--- config.mk ---
export PLATFORM = sky130hd
export DESIGN_NAME = clk_en_sched
export DESIGN_NICKNAME = d
export VERILOG_FILES = /design/src/rtl/clk_en_sched.sv
export SDC_FILE = /design/constraint.sdc
export NUM_CORES = 1
export LEC_CHECK = 0
export ABC_AREA = 1
export BUFFER_PORTS_ARGS = -buffer_cell sky130_fd_sc_hd__buf_2
export CAP_MARGIN = 25
export CORE_MARGIN = 5
export CORE_UTILIZATION = 35
export CTS_CLUSTER_DIAMETER = 200
export DETAILED_ROUTE_END_ITERATION = 6
export GPL_TIMING_DRIVEN = 0
export HOLD_SLACK_MARGIN = 0.08
export PLACE_DENSITY = 0.57
export SKIP_CTS_REPAIR_TIMING = 1
export SYNTH_ARGS = -nofsm -noshare
export SYNTH_HDL_FRONTEND = slang
export SYNTH_SLANG_ARGS = --single-unit
--- constraint.sdc ---
create_clock -name clk -period 7.45 [get_ports clk]
set_input_delay 1.49 -clock clk [delete_from_list [all_inputs] [get_ports clk]]
set_output_delay 1.49 -clock clk [all_outputs]
set_load 0.01 [all_outputs]
--- src/rtl/clk_en_sched.sv ---
// Purpose: multi-channel clock-enable scheduler. Each channel emits a one-cycle
//   tick strobe every D system clocks plus a 50%-duty square wave (period 2*D).
// Latency: tick/sq are registered; a tick is high in the cycle after the
//   channel counter reaches D-1.
// Backpressure: cfg_ready drops while a divisor change waits for the target
//   channel's period boundary; only one config request is in flight.
//
// Ports:
//   clk, reset       system clock, synchronous active-high reset
//   cfg_valid/ready  config handshake (accept when both high)
//   cfg_ch           target channel (indices >= NUM_CH are accepted and dropped)
//   cfg_div          new divisor (0 is stored as 1)
//   cfg_en           channel enable applied together with the divisor
//   sync             realign every channel phase to counter 0, sq 0
//   tick             per-channel single-cycle strobe
//   sq               per-channel square wave, toggles with each tick
module clk_en_sched #(
  parameter int NUM_CH      = 4,
  parameter int DIV_W       = 16,
  parameter int DEFAULT_DIV = 2,
  localparam int CH_W       = (NUM_CH > 1) ? $clog2(NUM_CH) : 1
) (
  input  logic              clk,
  input  logic              reset,
  input  logic              cfg_valid,
  output logic              cfg_ready,
  input  logic [CH_W-1:0]   cfg_ch,
  input  logic [DIV_W-1:0]  cfg_div,
  input  logic              cfg_en,
  input  logic              sync,
  output logic [NUM_CH-1:0] tick,
  output logic [NUM_CH-1:0] sq
);

  typedef enum logic {
    IDLE,
    WAIT_WRAP
  } state_t;

  state_t state_q, state_d;

  logic [DIV_W-1:0]  cnt_q [NUM_CH];
  logic [DIV_W-1:0]  div_q [NUM_CH];
  logic [NUM_CH-1:0] en_q;
  logic [NUM_CH-1:0] tick_q;
  logic [NUM_CH-1:0] sq_q;

  logic [CH_W-1:0]   pend_ch_q;
  logic [DIV_W-1:0]  pend_div_q;
  logic              pend_en_q;

  logic              accept;
  logic              ch_ok;
  logic [DIV_W-1:0]  cfg_div_c;
  logic [NUM_CH-1:0] wrap;
  logic [NUM_CH-1:0] ld;      // channel loads div/en at this edge
  logic [DIV_W-1:0]  ld_div;
  logic              ld_en;

  // Ready is gated by reset so nothing is accepted while reset is held.
  assign cfg_ready = (state_q == IDLE) && !reset;
  assign accept    = cfg_valid && cfg_ready;
  assign ch_ok     = int'(cfg_ch) < NUM_CH;
  // Coercing 0 to 1 here keeps div-1 from underflowing in the wrap compare.
  assign cfg_div_c = (cfg_div == '0) ? DIV_W'(1) : cfg_div;

  // A channel is at its period boundary when enabled and at D-1.
  always_comb begin
    for (int i = 0; i < NUM_CH; i++) begin
      wrap[i] = en_q[i] && (cnt_q[i] == div_q[i] - DIV_W'(1));
    end
  end

  // Next-state and load selection.
  always_comb begin
    state_d = state_q;
    ld      = '0;
    ld_div  = pend_div_q;
    ld_en   = pend_en_q;
    case (state_q)
      IDLE: begin
        if (accept && ch_ok) begin
          ld_div = cfg_div_c;
          ld_en  = cfg_en;
          // A disabled channel has no phase to protect, and sync discards
          // the phase anyway, so the change lands immediately.
          if (sync || !en_q[cfg_ch]) begin
            ld[cfg_ch] = 1'b1;
          end else begin
            state_d = WAIT_WRAP;
          end
        end
      end
      WAIT_WRAP: begin
        if (sync || wrap[pend_ch_q]) begin
          ld[pend_ch_q] = 1'b1;
          state_d       = IDLE;
        end
      end
      default: state_d = IDLE;
    endcase
  end

  // Config FSM and pending registers.
  always_ff @(posedge clk) begin
    if (reset) begin
      state_q    <= IDLE;
      pend_ch_q  <= '0;
      pend_div_q <= '0;
      pend_en_q  <= 1'b0;
    end else begin
      state_q <= state_d;
      if (accept) begin
        pend_ch_q  <= cfg_ch;
        pend_div_q <= cfg_div_c;
        pend_en_q  <= cfg_en;
      end
    end
  end

  // Per-channel counters, strobes and square waves.
  always_ff @(posedge clk) begin
    if (reset) begin
      for (int i = 0; i < NUM_CH; i++) begin
        cnt_q[i] <= '0;
        div_q[i] <= DIV_W'(DEFAULT_DIV);
      end
      en_q   <= '1;
      tick_q <= '0;
      sq_q   <= '0;
    end else begin
      for (int i = 0; i < NUM_CH; i++) begin
        if (sync || !en_q[i]) begin
          cnt_q[i]  <= '0;
          tick_q[i] <= 1'b0;
          sq_q[i]   <= 1'b0;
        end else if (wrap[i]) begin
          // The last tick of the old period is always issued; a disable
          // landing here clears the square wave on the same edge.
          cnt_q[i]  <= '0;
          tick_q[i] <= 1'b1;
          sq_q[i]   <= (ld[i] && !ld_en) ? 1'b0 : ~sq_q[i];
        end else begin
          cnt_q[i]  <= cnt_q[i] + DIV_W'(1);
          tick_q[i] <= 1'b0;
        end
        if (ld[i]) begin
          div_q[i] <= ld_div;
          en_q[i]  <= ld_en;
        end
      end
    end
  end

  assign tick = tick_q;
  assign sq   = sq_q;

endmodule

-- Yosys cells after proc, flatten, opt, wreduce, memory -nomap -nowiden
Memories as Yosys holds them, arrays and structs flattened.
Cells that the tools add are included.
- logic and storage cells: 181
- memories kept: 2
- input port bits: 23
- register bits: 32
- RAM bits: 128
- output and inout bits: 9
- memories (memory ; depth ; bits a word ; rd ports ; clocked after Yosys merged registers in ; wr ports ; line ; source):
    cnt_q ; 4 ; 16 ; 4 ; 0 ; 4 ; 42 ; logic [DIV_W-1:0] cnt_q [NUM_CH];
    div_q ; 4 ; 16 ; 4 ; 0 ; 4 ; 43 ; logic [DIV_W-1:0] div_q [NUM_CH];
- reduce and logical (&&, ||, !) cells: 30
- equality and inequality tests: 4
- bitwise operators: 21
- order comparisons: 4
- $add $sub $neg: 8
- muxes and demuxes: 99
- operators with widths (cell ; number):
    $mux 16 ; 19
    $mux 1 ; 71
    $add 16x1->16 const B ; 4
    $eq 16x16->1 ; 4
    $sub 16x1->16 const B ; 4
    $logic_not 16->1 ; 1
    $or 1x1->1 ; 16
    $logic_and 1x1->1 ; 12
    $mux 4 ; 3
    $pmux 4 s2 ; 1
    $reduce_or 2->1 ; 4
    $logic_not 1->1 ; 7
    $logic_or 1x1->1 ; 6
    $lt 2x3->1 const B ; 2
    $not 1->1 ; 5
    $bmux 1 s2 ; 2
    $demux 1 s2 ; 2
    $ge 2x1->1 const B ; 2
    $pmux 1 s2 ; 1

-- Longest topological paths before layout
An unclocked memory read counts as a cell.
- depth after elaboration: 13
- mapped depth: 20
- depth with buffers taken out: 20

-- Worst setup path before layout
Ideal clock, no wire load.
- path type: input port to output port
- start point: input port reset
- end point: output port cfg_ready
- path buffers: 0
- stages: 1
- slack: 4.271 ns
- arrival time: 1.689 ns
- path through: nor2_1
- longest elaborated chain between the ends: 2
- RTL lines (element ; line ; source):
    start: declaration ; 24 ; input logic reset,
    $logic_not 1->1 ; 61 ; assign cfg_ready = (state_q == IDLE) && !reset;
    $logic_and 1x1->1 ; 61 ;
    end: declaration ; 26 ; output logic cfg_ready,
No other way between the ends.

-- Final worst setup path
Same ends and word-level chain as after synthesis.

==> metrics.txt <==
status=finished, final reports clean; CTS H-tree depth=4; Initial DRC Count=488; Worst Skew=0.0122 ns; Num Clock Sinks=160; synthesized instance count=1277; routability cong.=0.897; worst-margin pin slew=0.798 ns; # placed instances=1749; 1st-pass router iterations=7; nets@finish=between 1000 and 1500; Antenna Nets Post-Route=0; Max Buffers Root-to-Sink=2; EDFF count, synth=128; num rows=61; largest net degree at the start of global routing=18; Max-Cap Viols=0; critical path type=input port to output port; vias per std cell=~4.6; Seq cells post-synth=160; Tmin final=3.52 ns; Most used DFF post-synth=edfxtp_1; Final Util=40.9%; Final TNS setup=0 ns; leakage=0.00484 uW; Worst VDD drop=0.124 mV; CP max FO=6; chip height=178 um; Ant. Diodes=0; gr usage total=15.4%; final worst setup slack=3.93 ns; Pwr per Cell Area=between 150 and 200 nW/um2; Layout area overhead=15.0%; first-pass GRT wire length=38900 um; CP Data Arrival Time=slightly above 2 ns; pins over their slew limit=0; Synth cell types=47; part of the Yosys area used for sequential elements=between 40% and 50%; Slew Limit Headroom=45.3%; r2r setup slk=4.12 ns; DIE AREA=31700 um2; port buffer count=31; wire per inst=13.1 um; Hold Vio Cnt, Final=0; Async S/R FF share, synth=0%; CTS tree=done; Initial Utilization=35.5%; dpl ws=3.81 ns; clk root buf=clkbuf_16; Yosys Warn Count=0; total routed wirelength=around 23000 um; Worst-Skew Late Latency=0.43 ns; grt ovf=0; syn avg cell area=7.75 um2; CP required=5.96 ns; dominant cells by area after synthesis=edfxtp_1 39%, nand2_1 12%, nor2_1 9.9%; Core ar.=27900 um2; DR vias=8269; clock slew at reported path FFs=0.06 ns; # IOs=32; Die Wd=approximately 180 um; Fillers=2894; TritonCTS buffer count=17; initial antenna violation count=0; non-filler instance count after layout=1782; hpwl dp=18000 um; HP Class=flip-flop to flip-flop; CP endpoint kind=output port; startpoint types=input port; Setup-failing EPs final=0; number of global-route vias before repair=8003; fin crit share=between 40% and 50%; share of the synthesized area in the top cell type=a little under 40%; synthesized cell area=9900 um2; most common cell after layout, fill and taps aside=nand2_1; # DRC=0; area leader, netlist=edfxtp_1; Max Freq=284 MHz; share of cells above drive strength 1=8.48%; RSZ-0062 raised after global routing=false; most frequent cells in the layout=304 x nand2_1, 260 x nor2_1, 146 x inv_1
==> metal layers <==
layer  vias up  GRT usage [%]  wire length [um]
li1       4316              -                 -
met1      3779           20.9             11300
met2       152           25.9             10900
met3        22           2.48               936
met4         0           3.81               285
met5         -              0                 0
==> sequential cells by signal, indices dropped and copies added, names as in the netlist <==
signal      count
tick            4
pend_en_q       1
cnt_q          64
state_q         1
pend_div_q     16
en_q            4
pend_ch_q       2
sq              4
div_q          64
==> layout make-up <==
type                            count  area (um2)  area share (%)
Clock buffer                       25         561            4.92
Sequential cell                   160        4480            39.4
Multi-Input combinational cell   1012        4970            43.6
Clock inverter                      7        57.6           0.505
Tap cell                          378         473            4.15
Timing Repair Buffer               32         160            1.41
Buffer                             18         118            1.03
Inverter                          150         563            4.95
==> cell usage after synthesis, drive strengths merged (2+ instances only) <==
cell type / instances
nand2: 319
nor2: 277
inv: 147
edfxtp: 128
nand3: 91
xor2: 48
nand4: 34
dfxtp: 32
xnor2: 32
o21ai: 27
nor3: 23
a21oi: 22
nor3b: 17
or2: 13
buf: 9
clkbuf: 9
nand3b: 9
nor4: 9
ha: 8
a211oi: 3
and2: 3
clkinv: 3
a31oi: 2
mux2i: 2
o21bai: 2
==> per-stage QoR <==
stage	power, uW	instance area (um2)	hold slack [ns]
after floorplan	1240	10100	0.470
after global placement	1310	10800	0.469
after detailed placement	1310	10800	0.480
after CTS	2230	11400	0.489
after global routing	2310	11400	0.506
final	2200	11400	0.491
==> power by group <==
part,total [uW],switching (uW),internal (uW)
Combinational,241,160,81.3
Sequential,1050,41.7,1010
Clock,911,381,530
Total,2200,582,1620
==> cells by family after synthesis <==
family / count (synthesis) / synth area share (%)
compound gates: 63 / 3.56
xor+xnor: 80 / 7.08
fa+ha+maj: 8 / 1.01
buf+inv: 168 / 6.88
flops: 160 / 45.3
mux: 2 / 0.202
other cells: 1 / 0.0379
simple gates: 795 / 35.9
==> worst max-delay path, stage by stage <==
cell and delay (ns):
buf_2 0.16, nor2_1 0.21, buf_2 0.17
==> path summary, 6_finish.rpt <==
check,from,depth (start not counted),endpoint
max,reset,3,cfg_ready
max reg2reg,div_q[2][0]$_SDFFCE_PN0P_,15,div_q[3][5]$_SDFFCE_PN0P_
min,sq[2]$_SDFFE_PP0P_,2,sq[2]$_SDFFE_PP0P_
min reg2reg,sq[2]$_SDFFE_PP0P_,2,sq[2]$_SDFFE_PP0P_
Power figures use the tool's default switching activity.
